### src/rtl/button_pkg.sv
// Shared definitions for the button conditioner.
//   key_e                    : index of each debounced key inside the key vectors
//   NUM_KEYS                 : number of debounced keys
//   DEBOUNCE_CYCLES_DEFAULT  : stable cycles required to accept a key change (1 ms at 50 MHz)
package button_pkg;

  typedef enum logic [0:0] {
    KEY_RUN      = 1'b0,
    KEY_CONTINUE = 1'b1
  } key_e;

  localparam int NUM_KEYS                = 2;
  localparam int DEBOUNCE_CYCLES_DEFAULT = 50000;

endpackage

### src/rtl/key_debounce.sv
// One active-low key: 2-FF synchronizer, debounce counter, stable level and
// press pulse.
//   clk   : system clock, rising edge
//   rst   : synchronous active-high reset (key reads as released)
//   raw   : asynchronous, bouncy key input, active-low
//   level : debounced key level, active-low
//   pulse : one-cycle high on each accepted press (1->0)
// Per-key state (IDLE, ARM_PRESS, HELD, ARM_RELEASE) is held implicitly in the
// stable and cnt registers.
module key_debounce
  import button_pkg::*;
#(
  parameter int DEBOUNCE_CYCLES = DEBOUNCE_CYCLES_DEFAULT
) (
  input  logic clk,
  input  logic rst,
  input  logic raw,
  output logic level,
  output logic pulse
);

  localparam int                CNT_W    = (DEBOUNCE_CYCLES > 1) ? $clog2(DEBOUNCE_CYCLES) : 1;
  localparam logic [CNT_W-1:0]  CNT_LAST = CNT_W'(DEBOUNCE_CYCLES - 1);

  logic             sync_p1;
  logic             sync_p2;
  logic             stable;
  logic             pulse_q;
  logic [CNT_W-1:0] cnt;

  logic             stable_nxt;
  logic             pulse_nxt;
  logic [CNT_W-1:0] cnt_nxt;

  // Stage p3: debounce decision on the synchronized sample.
  // Any sample matching the stable level clears the count, so only an
  // uninterrupted run of mismatches reaches CNT_LAST; the count is cleared
  // on acceptance and therefore never wraps.
  always_comb begin
    stable_nxt = stable;
    cnt_nxt    = '0;
    pulse_nxt  = 1'b0;
    if (sync_p2 != stable) begin
      if (cnt == CNT_LAST) begin
        stable_nxt = sync_p2;
        pulse_nxt  = ~sync_p2;
      end else begin
        cnt_nxt = cnt + 1'b1;
      end
    end
  end

  // Stage p1/p2: two-flop synchronizer; p3: stable level, count and pulse.
  always_ff @(posedge clk) begin
    if (rst) begin
      sync_p1 <= 1'b1;
      sync_p2 <= 1'b1;
      stable  <= 1'b1;
      cnt     <= '0;
      pulse_q <= 1'b0;
    end else begin
      sync_p1 <= raw;
      sync_p2 <= sync_p1;
      stable  <= stable_nxt;
      cnt     <= cnt_nxt;
      pulse_q <= pulse_nxt;
    end
  end

  assign level = stable;
  assign pulse = pulse_q;

endmodule

### src/rtl/button_conditioner.sv
// Front-end conditioner between raw board keys/switches and the SLC-3 core.
//   Clk            : system clock, rising edge
//   Reset          : synchronous active-high reset
//   Run_raw        : raw Run key, active-low, asynchronous and bouncy
//   Continue_raw   : raw Continue key, active-low, asynchronous and bouncy
//   S_raw          : raw switch word, asynchronous
//   Run            : debounced Run level, active-low
//   Continue       : debounced Continue level, active-low
//   Run_pulse      : one-cycle pulse on each accepted Run press
//   Continue_pulse : one-cycle pulse on each accepted Continue press
//   S              : synchronized switch word (no debounce)
module button_conditioner
  import button_pkg::*;
#(
  parameter int DEBOUNCE_CYCLES = DEBOUNCE_CYCLES_DEFAULT,
  parameter int SW_WIDTH        = 16
) (
  input  logic                Clk,
  input  logic                Reset,
  input  logic                Run_raw,
  input  logic                Continue_raw,
  input  logic [SW_WIDTH-1:0] S_raw,
  output logic                Run,
  output logic                Continue,
  output logic                Run_pulse,
  output logic                Continue_pulse,
  output logic [SW_WIDTH-1:0] S
);

  logic [NUM_KEYS-1:0] key_raw;
  logic [NUM_KEYS-1:0] key_level;
  logic [NUM_KEYS-1:0] key_pulse;

  logic [SW_WIDTH-1:0] s_sync_p1;
  logic [SW_WIDTH-1:0] s_sync_p2;

  assign key_raw[KEY_RUN]      = Run_raw;
  assign key_raw[KEY_CONTINUE] = Continue_raw;

  for (genvar k = 0; k < NUM_KEYS; k++) begin : g_key
    key_debounce #(
      .DEBOUNCE_CYCLES(DEBOUNCE_CYCLES)
    ) u_key (
      .clk  (Clk),
      .rst  (Reset),
      .raw  (key_raw[k]),
      .level(key_level[k]),
      .pulse(key_pulse[k])
    );
  end

  // Stage p1/p2: two-flop synchronizer on every switch bit.
  always_ff @(posedge Clk) begin
    if (Reset) begin
      s_sync_p1 <= '0;
      s_sync_p2 <= '0;
    end else begin
      s_sync_p1 <= S_raw;
      s_sync_p2 <= s_sync_p1;
    end
  end

  assign Run            = key_level[KEY_RUN];
  assign Continue       = key_level[KEY_CONTINUE];
  assign Run_pulse      = key_pulse[KEY_RUN];
  assign Continue_pulse = key_pulse[KEY_CONTINUE];
  assign S              = s_sync_p2;

endmodule

### config.mk
export PLATFORM = sky130hd
export DESIGN_NAME = button_conditioner
export DESIGN_NICKNAME = d
export VERILOG_FILES = /design/src/rtl/button_pkg.sv /design/src/rtl/key_debounce.sv /design/src/rtl/button_conditioner.sv
export SDC_FILE = /design/constraint.sdc
export NUM_CORES = 1
export LEC_CHECK = 0
export BUFFER_PORTS_ARGS = -buffer_cell sky130_fd_sc_hd__buf_2
export CAP_MARGIN = 10
export CORE_UTILIZATION = 55
export CTS_CLUSTER_DIAMETER = 200
export DETAILED_ROUTE_END_ITERATION = 8
export HOLD_SLACK_MARGIN = 0.15
export PLACE_DENSITY_LB_ADDON = 0.12
export SLEW_MARGIN = 30
export SYNTH_ARGS = -nofsm -noshare
export SYNTH_HDL_FRONTEND = slang
export SYNTH_SLANG_ARGS = --single-unit
### constraint.sdc
create_clock -name Clk -period 2.25 [get_ports Clk]
set_clock_uncertainty 0.1 [all_clocks]
set_input_delay 0.225 -clock Clk [delete_from_list [all_inputs] [get_ports Clk]]
set_output_delay 0.225 -clock Clk [all_outputs]
set_load 0.03 [all_outputs]
After elaboration in Yosys (flattened, before gate mapping)
Index checks and enable logic that the tools add are counted.
{"block": "word_totals", "in_bits": 20, "elab_cells": 30, "regBits": 72, "out_inout_bits": 20}
{"block": "op_classes", "eq_ne": 4, "add_sub_neg": 2, "reduce_logical": 6, "bitwise": 6}
{"op": "adder 16 x 1 -> 16 bit (second input constant)", "n": 2}
{"op": "== test 16 bit (second input constant)", "n": 2}
{"op": "OR reduction 3 bit", "n": 4}
{"op": "NOT 1 bit", "n": 6}
{"op": "AND reduction 2 bit", "n": 2}
{"op": "inequality test 1 bit", "n": 2}

Logic depth before layout (Yosys ltp)
{"block": "logic_depth", "ltp_word": 3, "ltp_mapped": 7, "mapped_depth_nobuf": 5}

By module
A second synthesis with hierarchy kept.
{"block": "unflattened", "cells_unflattened": 247, "hier_area_um2": 2547.4}
{"mod": "key_debounce", "area_per_inst_um2": 842.1, "cells_each": 90, "n_inst": 2}
{"mod": "button_conditioner", "area_per_inst_um2": 863.3, "cells_each": 67, "n_inst": 1}

Worst setup path after synthesis
OpenSTA, ideal clock, no wires.
{"block": "synth_path", "kind": "register -> register", "start": "register g_key[1].u_key.cnt[11]", "end": "register g_key[1].u_key.stable", "synth_period_minus_slack_ns": 1.818, "slack_ns": 0.432, "path_stages_with_launch": 4, "t_arrival_ns": 1.598, "path_cell_list": "dfxtp_1 -> or4_1 -> or4_4 -> a211o_1"}
{"block": "synth_between", "elab_chain_len": 2}
{"element": "start: declaration", "line": "key_debounce.sv:29", "source": "logic [CNT_W-1:0] cnt;"}
{"element": "start signal: assignment", "line": "key_debounce.sv:65", "source": "cnt <= cnt_nxt;"}
{"element": "== test 16 bit", "line": "key_debounce.sv:44", "source": "if (cnt == CNT_LAST) begin"}
{"element": "AND reduction 2 bit (no source line)"}
{"element": "end signal: assignment", "line": "key_debounce.sv:64", "source": "stable <= stable_nxt;"}
{"element": "end: declaration", "line": "key_debounce.sv:27", "source": "logic stable;"}
Every way passes these cells.
A chain may end at the register's enable or synchronous reset.

Worst setup path in the final report
{"block": "layout_path", "start": "register g_key[0].u_key.cnt[4]", "end": "register g_key[0].u_key.cnt[7]"}
{"block": "layout_between", "elab_chain_len": 2}
{"element": "start: declaration", "line": "key_debounce.sv:29"}
{"element": "start signal: assignment", "line": "key_debounce.sv:65"}
{"element": "parallel branches: the longest is 2 deep, another holds adder 16 x 1 -> 16 bit"}
Parallel ways; which one is timed is not known.

==> run metrics <==
crit-path cells or4_4 > nor4_2 > or3_1 > buf_4 > nor2_1; Die W 70.1 um; PostCTS Resize Cnt 0; largest net degree at the start of global routing 28; FF-to-FF Start g_key[0].u_key.cnt[4]$_SDFF_PP0_; fin crit period 1920 ps; clk slew on worst S/H paths 80 ps; Mapped Area 2550 um2; Final Max Tran Viols 0; drt first-iter violations 108; Synth Register Bits between 70 and 80; TritonCTS clock tree built; max incr delay on CP around 550 ps; Worst VDD drop around 740 uV; Avg Vias per Cell 4.90; worst min-delay path startpoint Reset; synthesized net count approximately 280; Hold WC Path Type primary input to flip-flop; HPWL Detailed 2.69 mm; Post-CTS Setup Inserts 0; CP max-delay cell or4_4; die area 4910 um2; routability-driven placement congestion ratio roughly 0.74; CP max FO 16; setup ws final 329 ps; power per cell area between 800 and 900 nW/um2; Yosys Warn Count 0; Synth cell types 28; max-cap violation count 0; Clock Root Buffer clkbuf_8; worst slew pin tran 418 ps; EDFF count, synth 0; Ant. Diodes 0; top post-synthesis cells by count dfxtp_1, nor2_1, nor2b_1; Layout area overhead 26.2%; synth top area cells dfxtp_1, xnor2_1, nor2b_1, nor2_1, nand4_1; initial antenna violation count 0; total core area 4410 um2; Antenna Nets Post-Route 0; outcome finished clean; endpoints failing hold 0; PortBufs 39; number of remaining DRC errors 0; count leader, synth dfxtp_1; total power between 2 and 3 mW; final WL 4.44 mm; f_max 0.520 GHz; CP Capture Type flip-flop; all-layer global routing usage 20.1%; Primary FF master, synth dfxtp_1; RSZ-0062 raised after global routing no; # IOs 40; Nets 340; Yosys top cell area share 56.6%; Core Rows 24; Async SR Flop Fraction 0%; Initial Utilization 57.7%; drt wl/cell 11.8 um; post-synthesis sequential area ratio 56.6%; Leak 1.18 nW; Clock Sinks 72; Worst slew margin a little under three quarters; Worst Path Required between 2000 and 2500 ps; Vias 1838; CTS buffer count 9; reg2reg setup slack 330 ps; hold slack about 200 ps; Clock Latency Late Sink between 300 and 400 ps; vias in the first global route ~1800; synthesized area per cell 10.1 um2; R2R cell count 5; WP data arrival approximately 2000 ps; CTS max path bufs 2; Die H between 70 and 80 um; final period utilization 85.4%; Yosys top cell by area dfxtp_1; WS Path Type flip-flop to flip-flop; first-pass GRT wire length 7.71 mm; layout cells sized above 1 21.1%; CP endpoint g_key[0].u_key.cnt[7]$_SDFF_PP0_; Place WS 360 ps; final setup fails 0; worst reg2reg path endpoint g_key[0].u_key.cnt[7]$_SDFF_PP0_; setup TNS 0 ps; total global routing overflow 0; Post-CTS Hold Fix Bufs 18; Cells after Synth around 250; CTS H-tree lvls 3; drt pass-1 iters 4; Crit. Startpoint g_key[0].u_key.cnt[4]$_SDFF_PP0_; startpoint class of the critical path flip-flop
through the flow:
stage / instance area (um2) / std cells / util, %
2_1_floorplan: 2550 / 253 / -
3_3_place_gp: 2790 / 341 / 63.3
3_5_place_dp: 2790 / 341 / 63.3
4_1_cts: 3220 / 375 / 72.8
5_1_grt: 3220 / 375 / 72.8
6_report: 3220 / 375 / 72.8
layout make-up:
cell class	instances	area, um2
Inverter	8	30.0
Fill cell	326	1200
Timing Repair Buffer	61	405
Tap cell	52	65.1
Multi-Input combinational cell	166	1030
Clock buffer	10	128
Sequential cell	72	1440
Clock inverter	6	115
power breakdown:
group	switching [mW]	internal, mW
combinational	0.0573	0.0588
clock	0.476	0.742
sequential	0.00774	1.30
per-layer routing:
layer  wire length (um)  share of wire, %  track usage [%]  vias to the layer above
li1                   -                 -                -                      957
met1               2020                46             24.1                      839
met2               2190                49             33.4                       35
met3                169               3.8             4.76                        7
met4                 55               1.2             10.7                        0
met5                  0                 0                0                        -
placed cells by master (no fill, tap or decap), drive strengths merged, types with 2 or more instances in the layout:
| cell type | Yosys | routed |
|---|---|---|
| or2 | 4 | 4 |
| dfxtp | 72 | 72 |
| dlygate4sd3 | 0 | 18 |
| nor3 | 7 | 7 |
| xor2 | 2 | 2 |
| nor2b | 33 | 33 |
| nand4 | 9 | 9 |
| buf | 3 | 43 |
| nand3 | 9 | 9 |
| nor4 | 9 | 9 |
| nor2 | 43 | 43 |
| ha | 2 | 2 |
| inv | 8 | 9 |
| or4 | 3 | 3 |
| xnor2 | 28 | 28 |
| bufinv | 0 | 3 |
| nand2 | 8 | 8 |
| a211o | 2 | 2 |
| clkbuf | 4 | 10 |
sequential cells by signal (all words and copies together), names as in the netlist:
register	count
g_key.u_key.cnt	32
S	16
s_sync_p1	16
g_key.u_key.level	2
g_key.u_key.pulse	2
g_key.u_key.sync_p1	2
g_key.u_key.sync_p2	2
critical path, delay by kind of cell (launching register included):
| family | cells | cell delay, ps |
|---|---|---|
| simple gates | 4 | 1150 |
| flops | 1 | 360 |
| buf+inv | 1 | 200 |
worst min path at each step:
stage                                                   end  depth (start not counted)
final                                      S[11]$_SDFF_PP0_                          2
after global routing                       S[13]$_SDFF_PP0_                          2
after CTS                          s_sync_p1[10]$_SDFF_PP0_                          2
after detailed placement  g_key[0].u_key.sync_p2$_SDFF_PP1_                          1
after global placement    g_key[1].u_key.sync_p2$_SDFF_PP1_                          1
after floorplan           g_key[0].u_key.sync_p1$_SDFF_PP1_                          1
kinds of logic (layout without fill, tap and decap cells):
| family | count (synthesis) | count (layout) | share of synthesized area, % |
|---|---|---|---|
| flops | 72 | 72 | 56.6 |
| fa+ha+maj | 2 | 2 | 0.982 |
| xor+xnor | 30 | 30 | 10.3 |
| simple gates | 132 | 132 | 28.5 |
| buf+inv | 15 | 85 | 2.95 |
| compound gates | 2 | 2 | 0.688 |
(Power assumes the default switching activity.)
